## config.mk

```make
export PLATFORM = sky130hd
export DESIGN_NAME = config_word_loader
export DESIGN_NICKNAME = d
export VERILOG_FILES = /design/src/rtl/config_word_loader.sv
export SDC_FILE = /design/constraint.sdc
export NUM_CORES = 1
export LEC_CHECK = 0
export BUFFER_PORTS_ARGS = -buffer_cell sky130_fd_sc_hd__buf_2
export CORE_ASPECT_RATIO = 1.5
export CORE_MARGIN = 5
export CORE_UTILIZATION = 55
export CTS_BUF_LIST = sky130_fd_sc_hd__clkbuf_4 sky130_fd_sc_hd__clkbuf_8 sky130_fd_sc_hd__clkbuf_16
export CTS_CLUSTER_SIZE = 40
export DETAILED_ROUTE_END_ITERATION = 7
export PLACE_DENSITY = 0.81
export SYNTH_ARGS = -nofsm -noshare
export SYNTH_HDL_FRONTEND = slang
export SYNTH_SLANG_ARGS = --single-unit
```

## constraint.sdc

```tcl
create_clock -name tck -period 5.9 [get_ports tck]
set_input_delay 0 -clock tck [delete_from_list [all_inputs] [get_ports tck]]
set_output_delay 0 -clock tck [all_outputs]
set_load 0.01 [all_outputs]
```

## src/rtl/config_word_loader.sv

```systemverilog
// config_word_loader
//   Receives 32-bit configuration words from the JTAG TAP while the PROGRAM
//   instruction is active, buffers them in a small FIFO and writes them in
//   order into the fabric configuration memory over a ready/valid port. The
//   fabric stays in reset until a complete, error-free load has been written.
//   Everything runs on posedge tck.
//
// Ports
//   tck            in   JTAG clock
//   trst           in   asynchronous active-low reset
//   active         in   PROGRAM instruction active level
//   config_data    in   32-bit word, qualified by config_strobe
//   config_strobe  in   one-cycle word-valid pulse
//   cfg_we         out  write request (valid)
//   cfg_ready      in   memory accepts the write this cycle
//   cfg_addr       out  write address
//   cfg_wdata      out  write data (FIFO head)
//   word_count     out  words written to memory during this load
//   loaded         out  complete load finished
//   error          out  sticky load error
//   fabric_reset_n out  active-low fabric reset
module config_word_loader #(
  parameter int NUM_WORDS  = 4,
  parameter int ADDR_W     = 8,
  parameter int FIFO_DEPTH = 4
) (
  input  logic              tck,
  input  logic              trst,
  input  logic              active,
  input  logic [31:0]       config_data,
  input  logic              config_strobe,
  output logic              cfg_we,
  input  logic              cfg_ready,
  output logic [ADDR_W-1:0] cfg_addr,
  output logic [31:0]       cfg_wdata,
  output logic [ADDR_W:0]   word_count,
  output logic              loaded,
  output logic              error,
  output logic              fabric_reset_n
);

  localparam int PTR_W = $clog2(FIFO_DEPTH);
  localparam int CNT_W = PTR_W + 1;
  localparam int WC_W  = ADDR_W + 1;
  localparam logic [CNT_W-1:0] FULL_CNT = CNT_W'(FIFO_DEPTH);
  localparam logic [WC_W-1:0]  ALL_WORDS = WC_W'(NUM_WORDS);

  typedef enum logic [2:0] {
    S_IDLE,
    S_LOAD,
    S_FLUSH,
    S_DONE,
    S_ERROR
  } state_t;

  state_t            r_state;
  state_t            w_state_nxt;
  logic              r_active_q;
  logic [31:0]       r_mem [FIFO_DEPTH];
  logic [PTR_W-1:0]  r_rd_ptr;
  logic [PTR_W-1:0]  r_wr_ptr;
  logic [CNT_W-1:0]  r_count;
  logic [WC_W-1:0]   r_accepted;
  logic [ADDR_W-1:0] r_addr;
  logic [WC_W-1:0]   r_word_count;

  logic              w_rise;
  logic              w_fall;
  logic              w_draining;
  logic              w_push_req;
  logic              w_pop;
  logic              w_full;
  logic              w_excess;
  logic              w_overflow;
  logic              w_push;
  logic              w_fault;
  logic [PTR_W-1:0]  w_rd_eff;
  logic [PTR_W-1:0]  w_wr_eff;
  logic [CNT_W-1:0]  w_cnt_eff;
  logic [WC_W-1:0]   w_acc_eff;

  assign w_rise = active & ~r_active_q;
  assign w_fall = ~active & r_active_q;

  // A rising edge of active restarts the load: the FIFO and the accepted
  // count are treated as already cleared in the same cycle, so a strobe
  // coinciding with the rise lands as word 0 of the new load.
  assign w_rd_eff  = w_rise ? '0 : r_rd_ptr;
  assign w_wr_eff  = w_rise ? '0 : r_wr_ptr;
  assign w_cnt_eff = w_rise ? '0 : r_count;
  assign w_acc_eff = w_rise ? '0 : r_accepted;

  assign w_draining = (r_state == S_LOAD) || (r_state == S_FLUSH);
  assign cfg_we     = w_draining && (r_count != '0);
  assign cfg_wdata  = cfg_we ? r_mem[r_rd_ptr] : '0;
  assign cfg_addr   = r_addr;
  assign word_count = r_word_count;

  // A handshake in the restart cycle is discarded along with the FIFO.
  assign w_pop      = cfg_we && cfg_ready && !w_rise;

  // Strobes count only in LOAD (or the restart cycle) and never on a fall.
  assign w_push_req = config_strobe && (w_rise || ((r_state == S_LOAD) && !w_fall));
  assign w_full     = (w_cnt_eff == FULL_CNT);
  assign w_excess   = w_push_req && (w_acc_eff == ALL_WORDS);
  assign w_overflow = w_push_req && w_full && !w_pop;
  assign w_fault    = w_excess || w_overflow;
  assign w_push     = w_push_req && !w_fault;

  assign loaded         = (r_state == S_DONE);
  assign error          = (r_state == S_ERROR);
  assign fabric_reset_n = (r_state == S_DONE);

  always_comb begin
    w_state_nxt = r_state;
    if (w_rise) begin
      w_state_nxt = S_LOAD;
    end else begin
      case (r_state)
        S_LOAD: begin
          if (w_fault)     w_state_nxt = S_ERROR;
          else if (w_fall) w_state_nxt = S_FLUSH;
        end
        S_FLUSH: begin
          if (r_count == '0)
            w_state_nxt = (r_word_count == ALL_WORDS) ? S_DONE : S_ERROR;
        end
        default: w_state_nxt = r_state;
      endcase
    end
  end

  always_ff @(posedge tck or negedge trst) begin
    if (!trst) begin
      r_state      <= S_IDLE;
      r_active_q   <= 1'b0;
      r_rd_ptr     <= '0;
      r_wr_ptr     <= '0;
      r_count      <= '0;
      r_accepted   <= '0;
      r_addr       <= '0;
      r_word_count <= '0;
    end else begin
      r_state    <= w_state_nxt;
      r_active_q <= active;

      if (w_rise) begin
        r_addr       <= '0;
        r_word_count <= '0;
      end else if (w_pop) begin
        r_addr       <= r_addr + ADDR_W'(1);
        r_word_count <= r_word_count + WC_W'(1);
      end

      // Entering or sitting in ERROR discards whatever is still queued.
      if (w_state_nxt == S_ERROR) begin
        r_rd_ptr <= '0;
        r_wr_ptr <= '0;
        r_count  <= '0;
      end else begin
        r_rd_ptr <= w_rd_eff + PTR_W'(w_pop);
        r_wr_ptr <= w_wr_eff + PTR_W'(w_push);
        r_count  <= w_cnt_eff + CNT_W'(w_push) - CNT_W'(w_pop);
      end
      r_accepted <= w_acc_eff + WC_W'(w_push);
    end
  end

  // Word storage carries no reset; occupancy is tracked by r_count and the
  // read data is gated by cfg_we.
  always_ff @(posedge tck) begin
    if (w_push) r_mem[w_wr_eff] <= config_data;
  end

endmodule

```

=== Word level (Yosys, flattened, before mapping) ===
Memory sizes are Yosys's and may differ from the RTL's.
Cells that the tools add are included.

* Bits in registers: 37
* Bits in writable memories: 128
* Input port bits: 37
* Word-level logic and storage cells: 67
* Memories kept: 1

* Add/subtract/negate cells: 7
* Eq/ne operators: 8
* Muxes and demuxes: 20
* Bitwise gates (word level): 4
* Reductions and logical operators: 19

{| class="wikitable"
|+ Memories
! memory !! depth !! width !! read ports !! clocked after memory_dff !! write ports !! line !! text
|-
| r_mem || 4 || 32 || 1 || 0 || 1 || 59 || <nowiki>logic [31:0] r_mem [FIFO_DEPTH];</nowiki>
|}

{| class="wikitable"
|+ Operators by type and width
! operator !! count
|-
| two-way mux 32 bit || 1
|-
| two-way mux 9 bit || 3
|-
| two-way mux 3 bit || 7
|-
| equality test 9 x 3 -> 1 bit (second input constant) || 2
|-
| two-way mux 8 bit || 2
|-
| adder 9 x 1 -> 9 bit || 1
|-
| adder 9 x 1 -> 9 bit (second input constant) || 1
|-
| equality test 3 bit (second input constant) || 3
|-
| logical AND 1 bit || 9
|-
| adder 8 x 1 -> 8 bit (second input constant) || 1
|-
| two-way mux 2 bit || 4
|-
| equality test 3 x 2 -> 1 bit (second input constant) || 2
|-
| one-hot mux 3 bit (2 select lines) || 1
|-
| adder 2 x 1 -> 2 bit || 2
|-
| logical NOT 1 bit || 4
|-
| adder 3 x 1 -> 3 bit || 1
|-
| equality test 3 x 1 -> 1 bit (second input constant) || 1
|-
| logical NOT 3 bit || 1
|-
| logical OR 1 bit || 3
|-
| nonzero test 3 bit || 1
|-
| subtractor 3 x 1 -> 3 bit || 1
|-
| bitwise AND 1 bit || 2
|-
| two-way mux 1 bit || 2
|-
| NOT 1 bit || 2
|-
| nonzero test 2 bit || 1
|}

=== Longest topological paths before layout ===
Gate-level depths: netlist of the first run.

* Depth in word-level cells: 14
* Depth in mapped cells: 13
* Depth with buffers taken out: 11

=== Worst setup path after synthesis of the first run ===
OpenSTA, ideal clock, no wires.

* Path kind: reg2reg
* From: register r_state[1]
* To: memory r_mem[1][0] (enable)
* Arrival time: 4,685 ps
* Slack: 702 ps
* Cell stages (with the launch flop): 8
* Clock period less this slack: 5,198 ps
* Cell sequence: dfrtp_1 buf_2 xor2_1 and3_1 buf_2 or3_1 nand3_1 nor4b_1

* Word-level cells in the longest chain between the ends: 12
* Elaborated cells on any way between the ends: 18

{| class="wikitable"
|+ RTL lines
! item !! line !! text
|-
| start: declaration || 56 || <nowiki>state_t r_state;</nowiki>
|-
| start signal: assignment || 144 || <nowiki>r_state <= w_state_nxt;</nowiki>
|-
| equality test 3 x 1 -> 1 bit / equality test 3 x 2 -> 1 bit (equally long branches) || 93, 103 ||
|-
| logical OR 1 bit || 93 || <nowiki>assign w_draining = (r_state == S_LOAD) || (r_state == S_FLUSH);</nowiki>
|-
| logical AND 1 bit || 94 || <nowiki>assign cfg_we = w_draining && (r_count != '0);</nowiki>
|-
| logical AND 1 bit (2 in series) || 100 || <nowiki>assign w_pop = cfg_we && cfg_ready && !w_rise;</nowiki>
|-
| logical NOT 1 bit || 106 || <nowiki>assign w_overflow = w_push_req && w_full && !w_pop;</nowiki>
|-
| logical AND 1 bit || 106 ||
|-
| logical OR 1 bit || 107 || <nowiki>assign w_fault = w_excess || w_overflow;</nowiki>
|-
| logical NOT 1 bit || 108 || <nowiki>assign w_push = w_push_req && !w_fault;</nowiki>
|-
| logical AND 1 bit * || 108 ||
|-
| two-way mux 1 bit * || 172 || <nowiki>if (w_push) r_mem[w_wr_eff] <= config_data;</nowiki>
|-
| two-way mux 1 bit (implied by the code) * || 172 ||
|-
| end: declaration || 59 ||
|}

Every way passes the cells marked *; elsewhere a longest branch is shown, timed or not.

=== Worst setup path in the final report of the first run ===
* From: register r_state[1]
* To: register r_accepted[8]

* Word-level cells in the longest chain between the ends: 11
* Elaborated cells on any way between the ends: 17

{| class="wikitable"
|+ RTL lines
! item !! line !! text
|-
| equality test 3 x 1 -> 1 bit / equality test 3 x 2 -> 1 bit (equally long branches) || 93, 103 ||
|-
| logical OR 1 bit || 93 ||
|-
| logical AND 1 bit || 94 ||
|-
| logical AND 1 bit (2 in series) || 100 ||
|-
| logical NOT 1 bit || 106 ||
|-
| logical AND 1 bit || 106 ||
|-
| logical OR 1 bit || 107 ||
|-
| logical NOT 1 bit || 108 ||
|-
| logical AND 1 bit * || 108 ||
|-
| adder 9 x 1 -> 9 bit * || 165 || <nowiki>r_accepted <= w_acc_eff + WC_W'(w_push);</nowiki>
|-
| end signal: assignment || 165 ||
|-
| end: declaration || 63 || <nowiki>logic [WC_W-1:0] r_accepted;</nowiki>
|}

Marked as above.
A chain may end at the register's enable or synchronous reset.

==> results of run 1 <==
[cell usage after synthesis, types with 2 or more instances]
master / n / area, um^2
nor3_1: 5 / 25.0
nor3b_1: 3 / 22.5
o21ai_0: 2 / 10.0
inv_1: 8 / 30.0
nand3_1: 7 / 35.0
a21oi_1: 3 / 15.0
dfrtp_1: 37 / 926
edfxtp_1: 128 / 3840
or3_1: 2 / 12.5
ha_1: 9 / 113
buf_1: 4 / 15.0
clkbuf_1: 17 / 63.8
xor2_1: 16 / 140
nand4_1: 6 / 37.5
mux4_2: 32 / 721
nand2_1: 25 / 93.8
buf_2: 2 / 10.0
nand2b_1: 2 / 12.5
nor2_1: 30 / 113
nor2b_1: 4 / 25.0
and2_1: 6 / 37.5
xnor2_1: 11 / 96.3
nor4_1: 5 / 31.3
and3_1: 41 / 257
[what timing repair did]
action,in CTS,in global routing
hold endpoints to repair,166,0
endpoints found under the setup margin,0,0
hold buffers,34,0
[state kept, by name (all words and copies together), names as in the netlist]
signal,flops
r_active_q,1
cfg_addr,8
r_rd_ptr,2
r_accepted,9
r_mem,128
r_count,3
r_wr_ptr,2
word_count,9
r_state,3
[path summary, 6_finish.rpt]
| kind | startpoint | to | slack [ns] | cells past startpoint |
|---|---|---|---|---|
| setup / recovery | r_state[1]$_DFF_PN0_ | r_accepted[8]$_DFF_PN0_ | 2.82 | 11 |
| hold / removal | config_strobe | r_accepted[0]$_DFF_PN0_ | 0.19 | 4 |
| setup reg to reg | r_state[1]$_DFF_PN0_ | r_accepted[8]$_DFF_PN0_ | 2.82 | 11 |
| hold reg to reg | word_count[8]$_DFFE_PN0P_ | word_count[8]$_DFFE_PN0P_ | 0.57 | 2 |
| max in group asynchronous | trst | r_rd_ptr[0]$_DFF_PN0_ | 5.13 | 2 |
| min in group asynchronous | trst | cfg_addr[7]$_DFFE_PN0P_ | 0.21 | 2 |
[through the flow]
stage / instances / hold slack (ns)
floorplan: 421 / -0.296
global placement: 647 / 0.125
detailed placement: 647 / 0.134
CTS: 713 / 0.194
global route: 713 / 0.228
finish: 713 / 0.189
[cell families (layout without fill, tap and decap cells)]
kind of cell,count (synthesis),count (layout),share of synthesized area [%]
flip-flops,165,165,69.6
AND/OR/NAND/NOR,141,141,10.9
multiplexers,32,32,10.5
adder cells (fa/ha/maj),10,10,1.93
XOR/XNOR,27,27,3.45
AO/OA/AOI/OAI,14,14,1.81
buffers and inverters,32,168,1.84
[report_power, final]
group / switching, mW / leakage (nW) / internal (mW)
registers: 0.114 / 1.65 / 1.39
logic: 0.557 / 1.40 / 0.456
clock network: 0.483 / 0.284 / 0.561
total: 1.15 / 3.34 / 2.40
[critical path, stage by stage, from the launching register on]
cell and delay [ns]:
dfrtp_1 0.47, xor2_1 0.35, and3_1 0.57, or3_1 0.21
nand3_1 0.21, nand2_1 0.21, ha_1 0.20, ha_1 0.19
and3_1 0.23, nand3_1 0.11, xor2_1 0.13, nor2_1 0.06
[area by class of cell]
class / count / area, um^2 / share of cell area [%]
clock buffers: 17 / 425 / 5.08
well taps: 156 / 195 / 2.33
flip-flops and latches: 165 / 4770 / 56.9
clock inverters: 15 / 141 / 1.69
inverters: 8 / 30.0 / 0.358
repair buffers: 128 / 823 / 9.82
multi-input cells: 224 / 1990 / 23.8
[per-layer routing]
layer  GRT usage (%)  wire length (um)
met2            33.8              7280
met1            24.2              5310
met3            5.89               939
met4            5.79               225
met5               0                 0
==> results.json, run 1 <==
{
  "final_nets": 591,
  "power.density_nw_per_um2": 424,
  "syn_area_per_cell_um2": 16.3,
  "fin_crit_ns": 3.08,
  "synthArstFlopShare_pct": 22.4,
  "netlist_area_um2": 6860,
  "final_common_cell": "edfxtp_1",
  "synth-main-ff-cell": "edfxtp_1",
  "fp.dieW_um": 101,
  "routed_wl_um": 13800,
  "ys_types": 40,
  "p_leak_nw": 3.34,
  "ant_nets": 0,
  "cts_buffer_depth": 2,
  "gp_congestion": 0.887,
  "drive_gt1_share_pct": 30.5,
  "vias": 4049,
  "fill_cells": 815,
  "die_h_um": 147,
  "finClkSkew_ns": 0.00846,
  "coreArea_um2": 12400,
  "clkTransAtPathRegs_ns": 0.07,
  "grt-ovfl-total": 0,
  "cp.arrival_ns": 3.38,
  "wl_per_cell_um": 19.3,
  "start_kind": "flip-flop",
  "hold_path_class": "primary input to flip-flop",
  "antenna_found_initial": 0,
  "start_util_pct": 55.4,
  "final.setup.worst_slack_ns": 2.82,
  "final_core_util_pct": 67.7,
  "outcome": "complete, no violations",
  "synth_seq_cells": 165,
  "tightest_slew_ns": 1.21,
  "post-cts-setup-buffer-count": 0,
  "clock-sinks": 165,
  "syn_nets": 468,
  "worstSetupEndpointType": "flip-flop",
  "fin_crit_sh_pct": 52.3,
  "synth_edf_count": 128,
  "vias_per_cell": 5.68,
  "path_class": "flip-flop to flip-flop",
  "gr-usage-all-layers_pct": 19.8,
  "cts_buffers": 17,
  "post_cts_resized": 0,
  "diodes": 0,
  "setup_viol": 0,
  "drcViolationCount": 0,
  "ir_drop_mv": 0.266,
  "port_buffers": 89,
  "grt_max_degree": 38,
  "grt_pass1_wl_um": 22300,
  "place_hpwl_um": 8250,
  "clk_latency_ns": 0.42,
  "drv_slew": 0,
  "tns_ns": 0,
  "ys_warn_count": 0,
  "dpl_worst_slack_ns": 2.81,
  "cts_tree": "done",
  "synthCells": 421,
  "num_rows": 50,
  "timing.max_slew.rel_slack_pct": 19.0,
  "syn_to_final_growth_pct": 22.2,
  "power_mw": 3.56,
  "yosysSeqAreaShare_pct": 69.6,
  "dieArea_um2": 14800,
  "fmax_mhz": 324,
  "cp_max_fo": 15,
  "first_global_vias": 4273,
  "worst_ep_required_time_ns": 6.19,
  "cts_root_buf": "clkbuf_16",
  "final_cell_mix": "edfxtp_1, buf_2, and3_1",
  "ios": 90,
  "first_pass_iters": 5,
  "h-tree-depth": 4,
  "finalHoldViolations": 0,
  "placed_area_um2": 7470,
  "rsz0062_at_grt": "no",
  "drv_cap": 0,
  "design_area_um2": 8380,
  "dr.first_iter.drc_count": 240
}
(Power assumes the default switching activity.)
==> run 2: changes to the inputs <==
==> constraint.sdc (replaced) <==
create_clock -name tck -period 3.2 [get_ports tck]
set_input_delay 0 -clock tck [delete_from_list [all_inputs] [get_ports tck]]
set_output_delay 0 -clock tck [all_outputs]
set_load 0.01 [all_outputs]
==> run 2 against run 1 <==
Compared with the run above:
- count of clock-buffer cells in the layout up 4
- hold slack improved by 0.0094 ns
- power rose by 89%
- clock power increased by 91%
- global-route usage rose by 1.4 points
- critical path depth unchanged
- first-iteration DRC count decreased by 7.1%
- routed wire length grew 6.3%
- non-clock buffer count up 7
- final cell count increased by 0.98%
- largest power group unchanged
- highest routed layer unchanged
==> results.json, run 2 (synthesis results as in run 1) <==
{
  "placed_area_um2": 7580,
  "gr-usage-all-layers_pct": 21.2,
  "cts_tree": "done",
  "grt-ovfl-total": 0,
  "final_nets": 598,
  "fin_crit_sh_pct": 84.7,
  "tightest_slew_ns": 0.832,
  "fill_cells": 788,
  "start_kind": "flip-flop",
  "cts_buffers": 17,
  "fp.dieW_um": 101,
  "final_common_cell": "edfxtp_1",
  "worstSetupEndpointType": "flip-flop",
  "rsz0062_at_grt": "no",
  "fmax_mhz": 369,
  "fin_crit_ns": 2.71,
  "regToRegSetupSlack_ns": 0.49,
  "grt_max_degree": 38,
  "timing.max_slew.rel_slack_pct": 44.6,
  "ios": 90,
  "tns_ns": 0,
  "gp_congestion": 0.840,
  "clock-sinks": 165,
  "ant_nets": 0,
  "outcome": "complete, no violations",
  "syn_to_final_growth_pct": 24.0,
  "port_buffers": 89,
  "vias_per_cell": 5.63,
  "p_int_mw": 4.65,
  "worstHoldStart": "config_strobe",
  "dieArea_um2": 14800,
  "vias": 4052,
  "cp_max_fo": 6,
  "p_sw_mw": 2.08,
  "final_core_util_pct": 68.6,
  "finalHoldViolations": 0,
  "power_mw": 6.72,
  "dr.first_iter.drc_count": 223,
  "drive_gt1_share_pct": 31.4,
  "drv_slew": 0,
  "clkTransAtPathRegs_ns": 0.06,
  "p_leak_nw": 3.38,
  "first_pass_iters": 5,
  "routed_wl_um": 14600,
  "power.density_nw_per_um2": 791,
  "diodes": 0,
  "finClkSkew_ns": 0.00903,
  "design_area_um2": 8500,
  "dp.cells": 654,
  "whs_path_depth": 4,
  "hold_path_class": "primary input to flip-flop",
  "clk_latency_ns": 0.42,
  "netSwitchingFraction_pct": 30.9,
  "place_hpwl_um": 8570,
  "wl_per_cell_um": 20.3,
  "post-cts-setup-buffer-count": 0,
  "worst_ep_required_time_ns": 3.51,
  "combPwrFrac_pct": 28.8,
  "ir_drop_mv": 0.515,
  "first_global_vias": 4460,
  "whs_ns": 0.199,
  "start_util_pct": 55.4,
  "grt_pass1_wl_um": 23700,
  "drv_cap": 0,
  "r2r-start": "r_count[1]$_DFF_PN0_",
  "final_cell_mix": "edfxtp_1, buf_2, and3_1",
  "setup_viol": 0,
  "worstReg2RegEnd": "r_accepted[6]$_DFF_PN0_",
  "path_class": "flip-flop to flip-flop",
  "pwr-share-seq_pct": 41.6,
  "drcViolationCount": 0,
  "coreArea_um2": 12400,
  "num_rows": 50,
  "holdPathEnd": "r_accepted[0]$_DFF_PN0_",
  "stdcell_count": 720,
  "worstRegToRegCells": 11,
  "clock_power_share_pct": 29.6,
  "antenna_found_initial": 0,
  "final.setup.worst_slack_ns": 0.490,
  "h-tree-depth": 4,
  "cts_root_buf": "clkbuf_16",
  "largest_reg_flops": 128,
  "die_h_um": 147,
  "cts_buffer_depth": 2,
  "regMostFlops": "r_mem",
  "dpl_worst_slack_ns": 0.551,
  "cp.arrival_ns": 3.02
}
-- run 2: changes by cell type in the layout (fill, tap and decap cells not counted), sizes merged --
cell,before,now
buf,94,101
inv,17,10
clkinvlp,0,5
clkbuf,17,21
clkinv,6,2
bufinv,0,2
-- run 2: layer usage --
| metal | up-vias | global-route usage (%) | share of wire (%) |
|---|---|---|---|
| met1 | 2024 | 24.4 | 36 |
| met4 | 0 | 7.45 | 2.1 |
| met2 | 134 | 37.9 | 56 |
| li1 | 1863 | - | - |
| met3 | 31 | 5.13 | 5.6 |
| met5 | - | 0 | 0 |
-- run 2: worst max path at each step --
stage	slack, ns	endpoint	startpoint
final	0.49	r_accepted[6]$_DFF_PN0_	r_count[1]$_DFF_PN0_
after global routing	0.32	r_accepted[8]$_DFF_PN0_	r_count[1]$_DFF_PN0_
after CTS	0.51	r_accepted[6]$_DFF_PN0_	r_count[1]$_DFF_PN0_
after detailed placement	0.55	r_accepted[6]$_DFF_PN0_	r_count[1]$_DFF_PN0_
after global placement	0.65	r_accepted[6]$_DFF_PN0_	r_count[1]$_DFF_PN0_
after floorplan	-0.42	r_mem[1][0]$_DFFE_PP_	r_state[1]$_DFF_PN0_
-- run 2: final cells by class --
| cell class | count | area [um^2] | area share (%) |
|---|---|---|---|
| Tap cell | 156 | 195 | 2.30 |
| Multi-Input combinational cell | 224 | 2010 | 23.6 |
| Timing Repair Buffer | 135 | 913 | 10.7 |
| Inverter | 8 | 30.0 | 0.353 |
| Sequential cell | 165 | 4770 | 56.1 |
| Clock buffer | 21 | 455 | 5.36 |
| Clock inverter | 11 | 128 | 1.50 |
-- run 2: what timing repair did --
action	CTS	global route
hold buffers	34	0
endpoints found under the hold margin	166	0
gates resized for setup	0	0
-- run 2: power groups by stage --
stage,registers [mW],clock network (mW),logic [mW]
after global placement,2.81,0,1.86
final,2.80,1.99,1.94
after floorplan,2.71,0,1.31
after global routing,2.83,2.12,2.13
after detailed placement,2.84,0,1.90
after CTS,2.80,2.01,1.96
-- run 2: critical path: stages (launching register included) --
cell	delay (ns)
dfrtp_1	0.43
o31a_1	0.31
and3_1	0.19
or3_1	0.37
nand3_1	0.12
nand2_1	0.14
ha_1	0.26
ha_1	0.21
and3_1	0.23
nand3_1	0.12
xor2_1	0.16
nor2_1	0.06
==> run 3: changes to the inputs <==
--- a/config.mk
+++ b/config.mk
@@ -5,6 +5,7 @@
 export SDC_FILE = /design/constraint.sdc
 export NUM_CORES = 1
 export LEC_CHECK = 0
+export ABC_AREA = 1
 export BUFFER_PORTS_ARGS = -buffer_cell sky130_fd_sc_hd__buf_2
 export CORE_ASPECT_RATIO = 1.5
 export CORE_MARGIN = 5
@@ -12,7 +13,7 @@
 export CTS_BUF_LIST = sky130_fd_sc_hd__clkbuf_4 sky130_fd_sc_hd__clkbuf_8 sky130_fd_sc_hd__clkbuf_16
 export CTS_CLUSTER_SIZE = 40
 export DETAILED_ROUTE_END_ITERATION = 7
-export PLACE_DENSITY = 0.81
+export PLACE_DENSITY = 0.8
 export SYNTH_ARGS = -nofsm -noshare
 export SYNTH_HDL_FRONTEND = slang
 export SYNTH_SLANG_ARGS = --single-unit
==> constraint.sdc (replaced) <==
create_clock -name tck -period 2.8 [get_ports tck]
set_input_delay 0 -clock tck [delete_from_list [all_inputs] [get_ports tck]]
set_output_delay 0 -clock tck [all_outputs]
set_load 0.01 [all_outputs]
==> run 3 against run 2 <==
Compared with the run above:
- sequential cell count stayed put
- critical endpoint is now r_accepted[8]$_DFF_PN0_
- global-route usage increased by 0.93 points
- combinational power up 38%
- highest routed layer unchanged
==> results.json, run 3 <==
{
  "syn_area_per_cell_um2": 11.0,
  "path_class": "flip-flop to flip-flop",
  "synth_area_leaders": "edfxtp_1, dfrtp_1, nor2_1",
  "cp_max_fo": 25,
  "num_rows": 50,
  "clkTransAtPathRegs_ns": 0.06,
  "design_area_um2": 8680,
  "drv_slew": 0,
  "timing.max_slew.rel_slack_pct": 43.9,
  "power.density_nw_per_um2": 936,
  "start_kind": "flip-flop",
  "ys_warn_count": 0,
  "fmax_mhz": 413,
  "final_nets": 812,
  "hold_path_class": "primary input to flip-flop",
  "syn_to_final_growth_pct": 23.2,
  "fp.dieW_um": 102,
  "synth-main-ff-cell": "edfxtp_1",
  "final.setup.worst_slack_ns": 0.380,
  "outcome": "complete, no violations",
  "yosysSeqAreaShare_pct": 67.6,
  "syn_nets": 686,
  "place_hpwl_um": 9830,
  "synth-xor-area-share_pct": 1.61,
  "drive_gt1_share_pct": 20.3,
  "clk_latency_ns": 0.42,
  "synth_top_family_by_area": "simple AND/OR/NAND/NOR gates",
  "synth_seq_cells": 165,
  "ant_nets": 0,
  "synth-simple-area-share_pct": 15.5,
  "largest_reg_flops": 128,
  "synth_edf_count": 128,
  "start_util_pct": 56.4,
  "final_cell_mix": "nor2_1, edfxtp_1, buf_2",
  "cts_buffer_depth": 2,
  "final_common_cell": "nor2_1",
  "synthCells": 639,
  "vias_per_cell": 5.45,
  "cts_buffers": 17,
  "h-tree-depth": 4,
  "tightest_slew_ns": 0.841,
  "cts_tree": "done",
  "stdcell_count": 935,
  "dr.first_iter.drc_count": 331,
  "dpl_worst_slack_ns": 0.381,
  "finClkSkew_ns": 0.0135,
  "dp.cells": 867,
  "worstSetupEndpointType": "flip-flop",
  "grt_pass1_wl_um": 25700,
  "post-cts-setup-buffer-count": 0,
  "ir_drop_mv": 0.557,
  "ys_types": 34,
  "dieArea_um2": 15200,
  "die_h_um": 149,
  "worst_ep_required_time_ns": 3.11,
  "rsz0062_at_grt": "no",
  "routed_wl_um": 16000,
  "setup_viol": 0,
  "fin_crit_sh_pct": 86.4,
  "synth_top_area_share_pct": 54.5,
  "gr-usage-all-layers_pct": 22.1,
  "synth.area.mux_share_pct": 0,
  "finalHoldViolations": 0,
  "synth.most_common_cell": "nor2_1",
  "placed_area_um2": 7720,
  "synth-adder-area-share_pct": 1.88,
  "p_leak_nw": 3.54,
  "regMostFlops": "r_mem",
  "antenna_found_initial": 1,
  "cts_root_buf": "clkbuf_16",
  "vias": 5095,
  "clock-sinks": 165,
  "drv_cap": 0,
  "grt_max_degree": 38,
  "yosysTopAreaCell": "edfxtp_1",
  "wl_per_cell_um": 17.1,
  "cp.arrival_ns": 2.73,
  "first_pass_iters": 5,
  "fin_crit_ns": 2.42,
  "drcViolationCount": 0,
  "port_buffers": 89,
  "netlist_area_um2": 7050,
  "coreArea_um2": 12500,
  "grt-ovfl-total": 0,
  "gp_congestion": 0.841,
  "first_global_vias": 5253,
  "synthArstFlopShare_pct": 22.4,
  "ios": 90,
  "synth_compound_area_share_pct": 9.03,
  "synthTopCellsByCount": "nor2_1, edfxtp_1, o21ai_0"
}
## run 3: cell types whose count changed in the layout (fill, tap and decap cells not counted), moves of 7 or more
cell,before,now
nand2_1,25,45
xor2_1,16,8
inv_1,8,45
o21ai_0,1,71
a21oi_1,3,42
o21ai_1,0,7
and3_1,41,0
mux4_2,32,0
nor2_1,29,163
## run 3: cell families (layout without fill, tap and decap cells)
family	after synthesis	after routing
AO/OA/AOI/OAI	125	125
XOR/XNOR	13	13
adder cells (fa/ha/maj)	10	10
buffers and inverters	76	215
flip-flops	165	165
other	0	1
AND/OR/NAND/NOR	250	250
## run 3: layer usage
layer  routed length (um)  global-route usage (%)
met5                    0                       0
met4                  303                    6.43
met3                  974                    6.43
met2                 8740                    40.6
met1                 5940                    24.2
## run 3: cell type report
type,count,area (um^2)
Antenna cell,1,2.50
Clock buffer,22,533
Clock inverter,10,77.6
Fill cell,866,3830
Inverter,48,180
Multi-Input combinational cell,398,2000
Sequential cell,165,4770
Tap cell,156,195
Timing Repair Buffer,135,928
## run 3: final timing paths
| path | start | end | slack, ns | cells after the start |
|---|---|---|---|---|
| min | config_strobe | r_state[0]$_DFF_PN0_ | 0.18 | 6 |
| max reg2reg | r_active_q$_DFF_PN0_ | r_accepted[8]$_DFF_PN0_ | 0.38 | 14 |
| max | r_active_q$_DFF_PN0_ | r_accepted[8]$_DFF_PN0_ | 0.38 | 14 |
| max in group asynchronous | trst | r_rd_ptr[0]$_DFF_PN0_ | 1.99 | 2 |
| min in group asynchronous | trst | word_count[3]$_DFFE_PN0P_ | 0.22 | 2 |
| min reg2reg | cfg_addr[6]$_DFFE_PN0P_ | cfg_addr[6]$_DFFE_PN0P_ | 0.53 | 1 |
## run 3: metrics by stage
step / setup TNS (ns) / hold slack [ns] / utilization [%] / power [mW]
final: 0 / 0.183 / 69.4 / 8.12
after global routing: 0 / 0.185 / 69.4 / 8.59
after CTS: 0 / 0.161 / 69.4 / 8.13
after floorplan: -122.48 / -0.296 / - / 4.84
after global placement: 0 / 0.141 / 61.7 / 5.66
after detailed placement: 0 / 0.153 / 61.7 / 5.75
## run 3: report_power, final
part / total [mW] / switching (mW) / internal [mW]
registers: 3.11 / 0.155 / 2.95
clock network: 2.34 / 0.970 / 1.37
logic: 2.68 / 1.78 / 0.899
## run 3: worst max-delay path, stage by stage (launching register included)
cell and delay (ns):
dfrtp_1 0.34, inv_1 0.06, nand2_4 0.24, inv_2 0.15, nor2_1 0.16, nor2_1 0.07
nand3_2 0.09, nand3_1 0.10, inv_1 0.13, ha_1 0.20, ha_1 0.21, nand3_2 0.11
nor3_2 0.19, nand3_1 0.12, xor2_1 0.15
## run 3: repair_timing
action | in CTS | in global routing
gates resized for setup | 0 | 0
hold endpoints to repair | 170 | 0
hold buffers | 35 | 0
